`config.mk`:
```
export PLATFORM = sky130hd
export DESIGN_NAME = vip_cheshire_uart_rx
export DESIGN_NICKNAME = d
export VERILOG_FILES = /design/src/rtl/vip_cheshire_uart_pkg.sv /design/src/rtl/vip_cheshire_uart_rx_fifo.sv /design/src/rtl/vip_cheshire_uart_rx.sv
export SDC_FILE = /design/constraint.sdc
export NUM_CORES = 1
export LEC_CHECK = 0
export CAP_MARGIN = 20
export CORE_MARGIN = 3
export CORE_UTILIZATION = 50
export CTS_BUF_LIST = sky130_fd_sc_hd__clkbuf_8 sky130_fd_sc_hd__clkbuf_16
export CTS_CLUSTER_SIZE = 16
export DETAILED_ROUTE_END_ITERATION = 8
export MAX_ROUTING_LAYER = met4
export PLACE_DENSITY = 0.73
export SLEW_MARGIN = 0
export SYNTH_ARGS = -nofsm -noshare
export SYNTH_HDL_FRONTEND = slang
export SYNTH_SLANG_ARGS = --single-unit
export TNS_END_PERCENT = 30
```
`constraint.sdc`:
```
create_clock -name clk_i -period 3.2 [get_ports clk_i]
set_input_delay 0.32 -clock clk_i [delete_from_list [all_inputs] [get_ports clk_i]]
set_output_delay 0.32 -clock clk_i [all_outputs]
set_load 0.005 [all_outputs]
```
`src/rtl/vip_cheshire_uart_pkg.sv`:
```
// Shared types and constants for the Cheshire VIP UART receiver.
package vip_cheshire_uart_pkg;

   localparam int unsigned MinDiv   = 4;
   localparam int unsigned DataBits = 8;

   typedef enum logic [2:0] {
      StIdle,
      StStart,
      StData,
      StStop,
      StBreak
   } uart_rx_state_e;

   typedef struct packed {
      logic                frame_err;
      logic [DataBits-1:0] data;
   } uart_rx_entry_t;

endpackage

```
`src/rtl/vip_cheshire_uart_rx_fifo.sv`:
```
// Small synchronous-reset FIFO; head entry is read straight from the storage flops.
module vip_cheshire_uart_rx_fifo #(
   parameter int unsigned Depth   = 4,
   parameter type         entry_t = logic [8:0]
) (
   input  logic   clk_i,
   input  logic   rst_ni,
   input  logic   push_i,
   input  entry_t entry_i,
   output logic   full_o,
   input  logic   pop_i,
   output logic   valid_o,
   output entry_t entry_o
);

   localparam int unsigned PtrW = $clog2(Depth);

   logic [PtrW:0] r_wr_ptr;
   logic [PtrW:0] r_rd_ptr;
   entry_t        r_mem [Depth];

   logic w_full;
   logic w_empty;
   logic w_do_pop;
   logic w_do_push;

   assign w_empty   = (r_wr_ptr == r_rd_ptr);
   assign w_full    = (r_wr_ptr[PtrW] != r_rd_ptr[PtrW]) &&
                      (r_wr_ptr[PtrW-1:0] == r_rd_ptr[PtrW-1:0]);
   assign w_do_pop  = pop_i && !w_empty;
   // A pop in the same cycle frees the slot the push lands in.
   assign w_do_push = push_i && (!w_full || w_do_pop);

   always_ff @(posedge clk_i) begin
      if (!rst_ni) begin
         r_wr_ptr <= '0;
         r_rd_ptr <= '0;
         for (int i = 0; i < int'(Depth); i++) begin
            r_mem[i] <= '0;
         end
      end else begin
         if (w_do_push) begin
            r_mem[r_wr_ptr[PtrW-1:0]] <= entry_i;
            r_wr_ptr                  <= r_wr_ptr + 1'b1;
         end
         if (w_do_pop) begin
            r_rd_ptr <= r_rd_ptr + 1'b1;
         end
      end
   end

   assign full_o  = w_full;
   assign valid_o = !w_empty;
   assign entry_o = r_mem[r_rd_ptr[PtrW-1:0]];

endmodule

```
`src/rtl/vip_cheshire_uart_rx.sv`:
```
// 8N1 UART receiver: 2-flop synchronizer, mid-bit sampling FSM, output FIFO with
// valid/ready handshake and per-byte framing-error flag.
module vip_cheshire_uart_rx
   import vip_cheshire_uart_pkg::*;
#(
   parameter int unsigned DivWidth  = 16,
   parameter int unsigned FifoDepth = 4
) (
   input  logic                clk_i,
   input  logic                rst_ni,
   input  logic                en_i,
   input  logic [DivWidth-1:0] div_i,
   input  logic                rx_i,
   output logic [7:0]          data_o,
   output logic                frame_err_o,
   output logic                valid_o,
   input  logic                ready_i,
   output logic                overflow_o,
   output logic                busy_o
);

   localparam int unsigned IdxW = $clog2(DataBits);

   logic                r_rx_meta, r_rx_s, r_rx_p;
   uart_rx_state_e      r_state, w_state_d;
   logic [DivWidth-1:0] r_cnt, w_cnt_d;
   logic [DivWidth-1:0] r_div_l, w_div_l_d;
   logic [IdxW-1:0]     r_idx, w_idx_d;
   logic [7:0]          r_shift, w_shift_d;
   logic                r_overflow;

   logic                w_tick;
   logic                w_push;
   logic                w_pop;
   logic                w_full;
   logic                w_valid;
   logic [DivWidth-1:0] w_div_clamp;
   uart_rx_entry_t      w_entry;
   uart_rx_entry_t      w_head;

   assign w_div_clamp = (div_i < DivWidth'(MinDiv)) ? DivWidth'(MinDiv) : div_i;
   assign w_tick      = (r_cnt == '0);

   always_ff @(posedge clk_i) begin
      if (!rst_ni) begin
         r_rx_meta  <= 1'b1;
         r_rx_s     <= 1'b1;
         r_rx_p     <= 1'b1;
         r_state    <= StIdle;
         r_cnt      <= '0;
         r_div_l    <= '0;
         r_idx      <= '0;
         r_shift    <= '0;
         r_overflow <= 1'b0;
      end else begin
         r_rx_meta  <= rx_i;
         r_rx_s     <= r_rx_meta;
         r_rx_p     <= r_rx_s;
         r_state    <= w_state_d;
         r_cnt      <= w_cnt_d;
         r_div_l    <= w_div_l_d;
         r_idx      <= w_idx_d;
         r_shift    <= w_shift_d;
         r_overflow <= w_push && w_full && !w_pop;
      end
   end

   always_comb begin
      w_state_d = r_state;
      w_cnt_d   = r_cnt;
      w_div_l_d = r_div_l;
      w_idx_d   = r_idx;
      w_shift_d = r_shift;
      w_push    = 1'b0;
      unique case (r_state)
         StIdle: begin
            if (en_i && r_rx_p && !r_rx_s) begin
               w_state_d = StStart;
               w_div_l_d = w_div_clamp;
               w_cnt_d   = (w_div_clamp >> 1) - DivWidth'(1);
            end
         end
         StStart: begin
            if (!w_tick) begin
               w_cnt_d = r_cnt - DivWidth'(1);
            end else if (!r_rx_s) begin
               w_state_d = StData;
               w_cnt_d   = r_div_l - DivWidth'(1);
               w_idx_d   = '0;
            end else begin
               w_state_d = StIdle;
            end
         end
         StData: begin
            if (!w_tick) begin
               w_cnt_d = r_cnt - DivWidth'(1);
            end else begin
               w_shift_d[r_idx] = r_rx_s;
               w_cnt_d          = r_div_l - DivWidth'(1);
               if (r_idx == IdxW'(DataBits - 1)) begin
                  w_state_d = StStop;
               end else begin
                  w_idx_d = r_idx + IdxW'(1);
               end
            end
         end
         StStop: begin
            if (!w_tick) begin
               w_cnt_d = r_cnt - DivWidth'(1);
            end else begin
               w_push    = 1'b1;
               w_state_d = r_rx_s ? StIdle : StBreak;
            end
         end
         StBreak: begin
            // Held-low line: wait for release so it yields only one errored byte.
            if (r_rx_s) begin
               w_state_d = StIdle;
            end
         end
         default: w_state_d = StIdle;
      endcase
      if (!en_i) begin
         w_state_d = StIdle;
         w_push    = 1'b0;
      end
   end

   assign w_entry.frame_err = ~r_rx_s;
   assign w_entry.data      = r_shift;
   assign w_pop             = w_valid && ready_i;

   vip_cheshire_uart_rx_fifo #(
      .Depth   (FifoDepth),
      .entry_t (uart_rx_entry_t)
   ) u_fifo (
      .clk_i   (clk_i),
      .rst_ni  (rst_ni),
      .push_i  (w_push),
      .entry_i (w_entry),
      .full_o  (w_full),
      .pop_i   (w_pop),
      .valid_o (w_valid),
      .entry_o (w_head)
   );

   assign data_o      = w_head.data;
   assign frame_err_o = w_head.frame_err;
   assign valid_o     = w_valid;
   assign overflow_o  = r_overflow;
   assign busy_o      = (r_state != StIdle);

endmodule

```
==> impl_metrics.env, run 1 <==
export IMPL_outcome="finished clean"
export IMPL_globalRoute_totalOverflow=0
export IMPL_arrival_time_worst_endpoint_ps=3100
export IMPL_floorplan_die_area_um2=11500
export IMPL_combinational_family_with_the_most_area_after_synthesis="simple AND/OR/NAND/NOR gates"
export IMPL_compound_cell_area_share_of_the_yosys_netlist_pct=13.6
export IMPL_remaining_drc_errors=0
export IMPL_timing_clock_skew_ps=9.83
export IMPL_synth_largest_area_cell="sky130_fd_sc_hd__dfxtp_1"
export IMPL_postSynth_asyncResetShare_pct=0
export IMPL_synth_edf_count=36
export IMPL_detailedRoute_firstPassIterationCount=5
export IMPL_worstHoldPathCells=1
export IMPL_synth_area_mux_share_pct=5.91
export IMPL_yosys_area_share_xor_xnor_pct=5.64
export IMPL_hp_class="flop to flop"
export IMPL_routedWlPerCell_um=15.6
export IMPL_cts_tree="built"
export IMPL_final_layout_size_suffix_gt1_share_pct=14.1
export IMPL_worst_hold_slack_ps=416
export IMPL_fin_setup_tns_ps=0
export IMPL_total_number_of_nets_in_the_final_design=613
export IMPL_worst_r2r_setup_slack_ps=400
export IMPL_routed_wl_um=11300
export IMPL_timing_final_setup_violations=0
export IMPL_path_clk_slew_ps=90
export IMPL_dpl_hpwl_um=8390
export IMPL_synth_main_ff_cell="sky130_fd_sc_hd__dfxtp_1"
export IMPL_clock_path_buffers=2
export IMPL_hold_buf_cts=0
export IMPL_grtUsageTotal_pct=21.6
export IMPL_largest_net_degree_at_the_start_of_global_routing=37
export IMPL_power_density_cell_area_nw_per_um2=413
export IMPL_design_core_area_um2=9860
export IMPL_num_fill_cells=835
export IMPL_final_clock_period_utilization_by_the_worst_path_pct=88.7
export IMPL_yosys_register_bits=94
export IMPL_power_leakage_nw=2.24
export IMPL_synthTopCellsByCount="66 x sky130_fd_sc_hd__nand2_1, 58 x sky130_fd_sc_hd__dfxtp_1, 36 x sky130_fd_sc_hd__edfxtp_1, 32 x sky130_fd_sc_hd__and2_1, 27 x sky130_fd_sc_hd__nor2_1"
export IMPL_cts_made_buffers=9
export IMPL_yosys_area_share_simple_pct=26.1
export IMPL_max_cap_viol_count=0
export IMPL_synth_top_cells_by_area="sky130_fd_sc_hd__dfxtp_1 23%, sky130_fd_sc_hd__edfxtp_1 21%, sky130_fd_sc_hd__nand2_1 4.8%, sky130_fd_sc_hd__mux4_2 4.0%, sky130_fd_sc_hd__and2_1 3.9%"
export IMPL_syn_num_nets=564
export IMPL_synth_top_cell_area_share_pct=22.7
export IMPL_area_used_by_multi_input_combinational_logic_um2=2730
export IMPL_final_min_clock_period_ps=2840
export IMPL_drv_slew=0
export IMPL_rr_worst_depth=6
export IMPL_critPathMaxFanout=2
export IMPL_antenna_found_initial=0
export IMPL_max_freq_ghz=0.352
export IMPL_gp_routability_congestion=0.932
export IMPL_clock_insertion_delay_worst_skew_ps=370
export IMPL_initial_core_utilization_pct=51.9
export IMPL_layout_area_seq_um2=2240
export IMPL_ys_warn_count=0
export IMPL_worst_slew_pin_transition_ps=943
export IMPL_clockRootBuffer="sky130_fd_sc_hd__clkbuf_8"
export IMPL_required_time_at_the_worst_slack_endpoint_ps=3460
export IMPL_slew_headroom_pct=36.6
export IMPL_hold_path_endpoint="r_rx_s"
export IMPL_post_synth_top_count_cell="sky130_fd_sc_hd__nand2_1"
export IMPL_synthesis_area_per_instance_um2=9.57
export IMPL_first_pass_grt_wire_length_um=19300
export IMPL_synth_distinct_cells=58
export IMPL_die_height_um=107
export IMPL_io_pins=33
export IMPL_cts_sinks=94
export IMPL_first_global_vias=4000
export IMPL_holdCritStartpoint="r_rx_meta"
export IMPL_type_of_the_worst_setup_path="input port to flop"
export IMPL_post_drt_via_cell_ratio=5.59
export IMPL_cts_htree_levels=3
export IMPL_grt_setup_unrepaired="false"
export IMPL_portBuffers=32
export IMPL_detail_route_antenna_nets=0
export IMPL_seq_area_frac_synth_pct=43.8
export IMPL_timing_rr_start="r_cnt[6]"
export IMPL_post_synth_inst_count=535
export IMPL_ir_drop_uv=193
export IMPL_area_of_the_mapped_netlist_um2=5120
export IMPL_areaGrowthSynthToFinish_pct=16.1
export IMPL_cts_setup_buffers=0
export IMPL_route_vias_total=4034
export IMPL_cts_resized=0
export IMPL_antenna_diode_count=0
export IMPL_initialDrtViolationCount=221
export IMPL_critPathLaunchType="input port"
export IMPL_standard_cell_rows=36
export IMPL_finish_utilization_pct=60.3
export IMPL_synth_adder_area_share_pct=1.95
export IMPL_fp_dieW_um=107
export IMPL_worstSetupEndpointType="flop"
export IMPL_r2r_end="r_shift[0]"
export IMPL_timing_final_hold_violations=0
[through the flow]
stage | instance area [um^2] | setup slack [ps] | power, mW | instances
after global routing | 5950 | 124 | 2.56 | 722
after floorplan | 5130 | 122 | 1.54 | 535
after CTS | 5950 | 345 | 2.47 | 722
final | 5950 | 362 | 2.46 | 722
after detailed placement | 5750 | -46.0 | 1.67 | 706
after global placement | 5750 | 36.5 | 1.66 | 706
[worst max path at each step]
| stage | start | endpoint | cells after the start |
|---|---|---|---|
| after detailed placement | div_i[5] | r_cnt[14] | 12 |
| after global routing | div_i[5] | r_cnt[14] | 12 |
| after CTS | div_i[5] | r_cnt[14] | 12 |
| after global placement | div_i[5] | r_cnt[14] | 12 |
| final | div_i[5] | r_cnt[14] | 12 |
| after floorplan | div_i[8] | r_cnt[14] | 11 |
[sequential cells by signal, summed over array words and instances, names as in the netlist, named ones only]
signal,flops
overflow_o,1
r_rx_p,1
r_state,3
r_rx_s,1
r_shift,8
r_rx_meta,1
r_div_l,16
r_idx,3
r_cnt,16
u_fifo.r_rd_ptr,3
u_fifo.r_mem,36
u_fifo.r_wr_ptr,3
[cells in the final DEF, fill, tap and decap left out, types with 2 or more instances in the layout]
master,instances
sky130_fd_sc_hd__nand2_1,66
sky130_fd_sc_hd__dfxtp_1,58
sky130_fd_sc_hd__edfxtp_1,36
sky130_fd_sc_hd__buf_4,35
sky130_fd_sc_hd__and2_1,32
sky130_fd_sc_hd__clkdlybuf4s50_1,31
sky130_fd_sc_hd__nor2_1,27
sky130_fd_sc_hd__o21ai_0,26
sky130_fd_sc_hd__a21boi_0,21
sky130_fd_sc_hd__nor3_1,18
sky130_fd_sc_hd__xor2_1,17
sky130_fd_sc_hd__xnor2_1,16
sky130_fd_sc_hd__nor2b_1,14
sky130_fd_sc_hd__a21oi_1,14
sky130_fd_sc_hd__nand3_1,13
sky130_fd_sc_hd__nand2b_1,11
sky130_fd_sc_hd__o22ai_1,11
sky130_fd_sc_hd__mux2i_1,10
sky130_fd_sc_hd__nor4_1,9
sky130_fd_sc_hd__mux4_2,9
sky130_fd_sc_hd__and3_1,9
sky130_fd_sc_hd__clkbuf_8,9
sky130_fd_sc_hd__or2_2,8
sky130_fd_sc_hd__inv_1,8
sky130_fd_sc_hd__ha_1,8
sky130_fd_sc_hd__or3_1,7
sky130_fd_sc_hd__nand3b_1,5
sky130_fd_sc_hd__nand4b_1,5
sky130_fd_sc_hd__or4_1,4
sky130_fd_sc_hd__nor3b_2,4
sky130_fd_sc_hd__o211ai_1,4
sky130_fd_sc_hd__a32o_1,4
sky130_fd_sc_hd__o221a_2,3
sky130_fd_sc_hd__nor4b_1,2
sky130_fd_sc_hd__a31oi_1,2
sky130_fd_sc_hd__o31a_1,2
sky130_fd_sc_hd__o221ai_1,2
sky130_fd_sc_hd__o211a_1,2
[routing by layer]
layer | wire, um | track usage [%] | vias up
met5 | 0 | - | -
met4 | 210 | 6.76 | 0
met3 | 460 | 4.21 | 15
met2 | 5580 | 36.5 | 100
met1 | 5050 | 26.0 | 1882
li1 | - | - | 2037
[where the power goes]
part           switching [mW]  total (mW)  internal [mW]
logic                   0.192       0.355          0.163
clock network           0.445       0.811          0.367
registers              0.0235        1.29           1.27
[area by class of cell]
cell class	count	share of cell area, %
inverter	7	0.442
timing repair buffer	67	9.72
sequential	94	37.7
tap	133	2.80
clock buffer	9	2.08
clock inverter	7	1.26
multi-input combinational	405	46.0
[critical path: stages]
cell	delay, ps
sky130_fd_sc_hd__clkdlybuf4s50_1	430
sky130_fd_sc_hd__nor4_1	380
sky130_fd_sc_hd__nand2_1	120
sky130_fd_sc_hd__or2_2	320
sky130_fd_sc_hd__nand2_1	90
sky130_fd_sc_hd__ha_1	160
sky130_fd_sc_hd__nor4b_1	340
sky130_fd_sc_hd__nand2_1	120
sky130_fd_sc_hd__or3_1	340
sky130_fd_sc_hd__xor2_1	130
sky130_fd_sc_hd__o21ai_0	90
sky130_fd_sc_hd__o221a_2	270
[cell families (layout without fill, tap and decap cells)]
logic type | count (synthesis) | count (layout)
muxes | 19 | 19
AOI/OAI and AO/OA | 102 | 102
and+or+nand+nor | 243 | 243
xor gates and xnor gates | 33 | 33
DFF | 94 | 94
buffers and inverters | 36 | 90
adders and majority gates | 8 | 8
(Power assumes the default switching activity.)
==> run 2, diff against run 1 <==
--- a/config.mk
+++ b/config.mk
@@ -13,6 +13,7 @@
 export DETAILED_ROUTE_END_ITERATION = 8
 export MAX_ROUTING_LAYER = met4
 export PLACE_DENSITY = 0.73
+export SETUP_SLACK_MARGIN = 0.1
 export SLEW_MARGIN = 0
 export SYNTH_ARGS = -nofsm -noshare
 export SYNTH_HDL_FRONTEND = slang
==> results of run 2 <==
No change in the layout: final DEF, timing and power equal those of run 1.
==> run 3, diff against run 2 <==
--- a/config.mk
+++ b/config.mk
@@ -8,7 +8,6 @@
 export CAP_MARGIN = 20
 export CORE_MARGIN = 3
 export CORE_UTILIZATION = 50
-export CTS_BUF_LIST = sky130_fd_sc_hd__clkbuf_8 sky130_fd_sc_hd__clkbuf_16
 export CTS_CLUSTER_SIZE = 16
 export DETAILED_ROUTE_END_ITERATION = 8
 export MAX_ROUTING_LAYER = met4
==> run 3 against run 2 <==
  * Clock skew hardly changed
  * Clock-buffer cell count is 1 higher
  * Critical path depth stayed put
  * Clock power is 0.6% higher
  * Non-clock buffer count stayed put
  * Worst setup slack hardly changed
  * Sequential share of layout area stayed put
  * Die area stayed put
  * Final cell count stayed put
  * Critical endpoint unchanged
  * Highest routed layer unchanged
==> impl_metrics.env, run 3 (synthesis results as in run 1) <==
export IMPL_endpoint="r_cnt[14]"
export IMPL_routedWlPerCell_um=15.7
export IMPL_largest_net_degree_at_the_start_of_global_routing=37
export IMPL_globalRoute_totalOverflow=0
export IMPL_num_fill_cells=835
export IMPL_total_number_of_cells_along_the_worst_setup_path=12
export IMPL_detailedRoute_firstPassIterationCount=5
export IMPL_total_number_of_nets_in_the_final_design=613
export IMPL_antenna_found_initial=0
export IMPL_final_min_clock_period_ps=2840
export IMPL_cts_htree_levels=3
export IMPL_ir_drop_uv=193
export IMPL_outcome="finished clean"
export IMPL_routed_wl_um=11300
export IMPL_io_pins=33
export IMPL_drv_slew=0
export IMPL_r2r_end="r_shift[0]"
export IMPL_design_core_area_um2=9860
export IMPL_path_delay_family="simple AND/OR/NAND/NOR gates"
export IMPL_worstSetupEndpointType="flop"
export IMPL_critPathSlowestCell="sky130_fd_sc_hd__clkdlybuf4s50_1"
export IMPL_final_layout_size_suffix_gt1_share_pct=14.1
export IMPL_critical_path_n_buffers_inverters=1
export IMPL_post_drt_via_cell_ratio=5.59
export IMPL_gp_routability_congestion=0.932
export IMPL_dpl_hpwl_um=8390
export IMPL_max_freq_ghz=0.352
export IMPL_clock_insertion_delay_worst_skew_ps=370
export IMPL_timing_critical_path_cells="clkdlybuf4s50_1 -> nor4_1 -> nand2_1 -> or2_2 -> nand2_1 -> ha_1 -> nor4b_1 -> nand2_1 -> or3_1 -> xor2_1 -> o21ai_0 -> o221a_2"
export IMPL_path_clk_slew_ps=90
export IMPL_grt_setup_unrepaired="false"
export IMPL_worst_r2r_setup_slack_ps=400
export IMPL_largest_reg_flops=36
export IMPL_area_after_dpl_um2=5750
export IMPL_cts_tree="built"
export IMPL_grtUsageTotal_pct=21.6
export IMPL_arrival_time_worst_endpoint_ps=3100
export IMPL_first_pass_grt_wire_length_um=19300
export IMPL_clock_path_buffers=2
export IMPL_detail_route_antenna_nets=0
export IMPL_mostFrequentLayoutCells="66 x sky130_fd_sc_hd__nand2_1, 58 x sky130_fd_sc_hd__dfxtp_1, 36 x sky130_fd_sc_hd__edfxtp_1"
export IMPL_cts_setup_buffers=0
export IMPL_critical_path_most_common_cell="sky130_fd_sc_hd__nand2_1"
export IMPL_timing_final_setup_violations=0
export IMPL_critPathLaunchType="input port"
export IMPL_clockRootBuffer="sky130_fd_sc_hd__clkbuf_8"
export IMPL_first_global_vias=4000
export IMPL_top_regs="u_fifo.r_mem (36), r_cnt (16), r_div_l (16)"
export IMPL_fin_setup_tns_ps=0
export IMPL_slowest_delay_ps=430
export IMPL_worst_slew_pin_transition_ps=950
export IMPL_cts_sinks=94
export IMPL_slew_headroom_pct=36.1
export IMPL_cts_made_buffers=9
export IMPL_floorplan_die_area_um2=11500
export IMPL_max_cap_viol_count=0
export IMPL_fp_dieW_um=107
export IMPL_route_vias_total=4038
export IMPL_die_height_um=107
export IMPL_postLayoutCellArea_um2=5950
export IMPL_initialDrtViolationCount=214
export IMPL_initial_core_utilization_pct=51.9
export IMPL_remaining_drc_errors=0
export IMPL_standard_cell_rows=36
export IMPL_hp_class="flop to flop"
export IMPL_hold_buf_cts=0
export IMPL_max_flop_register="u_fifo.r_mem"
export IMPL_cp_startpoint="div_i[5]"
export IMPL_antenna_diode_count=0
export IMPL_critPathMaxFanout=2
export IMPL_layout_cells_most_common="sky130_fd_sc_hd__nand2_1"
export IMPL_power_density_cell_area_nw_per_um2=414
export IMPL_portBuffers=32
export IMPL_areaGrowthSynthToFinish_pct=16.1
export IMPL_required_time_at_the_worst_slack_endpoint_ps=3470
export IMPL_final_clock_period_utilization_by_the_worst_path_pct=88.7
export IMPL_timing_clock_skew_ps=10.2
export IMPL_rr_worst_depth=6
export IMPL_cts_resized=0
export IMPL_timing_rr_start="r_cnt[6]"
export IMPL_type_of_the_worst_setup_path="input port to flop"
export IMPL_power_leakage_nw=2.23
export IMPL_timing_final_hold_violations=0
## run 3: area by class of cell
cell class | count | area, um^2 | share of cell area [%]
Multi-Input combinational cell | 405 | 2730 | 46.0
Sequential cell | 94 | 2240 | 37.7
Timing Repair Buffer | 67 | 578 | 9.72
Tap cell | 133 | 166 | 2.80
Clock buffer | 10 | 128 | 2.15
Clock inverter | 6 | 71.3 | 1.20
Inverter | 7 | 26.3 | 0.442
## run 3: worst min-delay path by stage
| stage | cells after the start | slack (ps) | end | start |
|---|---|---|---|---|
| 6_report | 1 | 420 | r_rx_s | r_rx_meta |
| 5_1_grt | 1 | 460 | r_rx_s | r_rx_meta |
| 4_1_cts | 1 | 420 | r_rx_s | r_rx_meta |
| 3_5_place_dp | 1 | 400 | r_rx_s | r_rx_meta |
| 3_3_place_gp | 1 | 390 | r_rx_s | r_rx_meta |
| 2_1_floorplan | 1 | 390 | r_rx_s | r_rx_meta |
## run 3: per-stage QoR
step	setup slack [ps]	hold slack, ps	power [mW]	cells	utilization [%]
4_1_cts	345	421	2.48	722	60.3
5_1_grt	124	456	2.57	722	60.3
3_3_place_gp	36.5	391	1.66	706	58.3
2_1_floorplan	122	386	1.54	535	-
6_report	362	416	2.46	722	60.3
3_5_place_dp	-46.0	397	1.67	706	58.3
## run 3: where the power goes
group	total [mW]	switching (mW)	internal, mW
Sequential	1.29	0.0235	1.27
Combinational	0.356	0.193	0.163
Clock	0.816	0.446	0.370
Total	2.46	0.663	1.80
## run 3: metal layers
metal / GRT usage (%) / wire length [um]
met1: 26.0 / 5020
met2: 36.5 / 5560
met3: 4.21 / 509
met4: 6.76 / 218
met5: - / 0
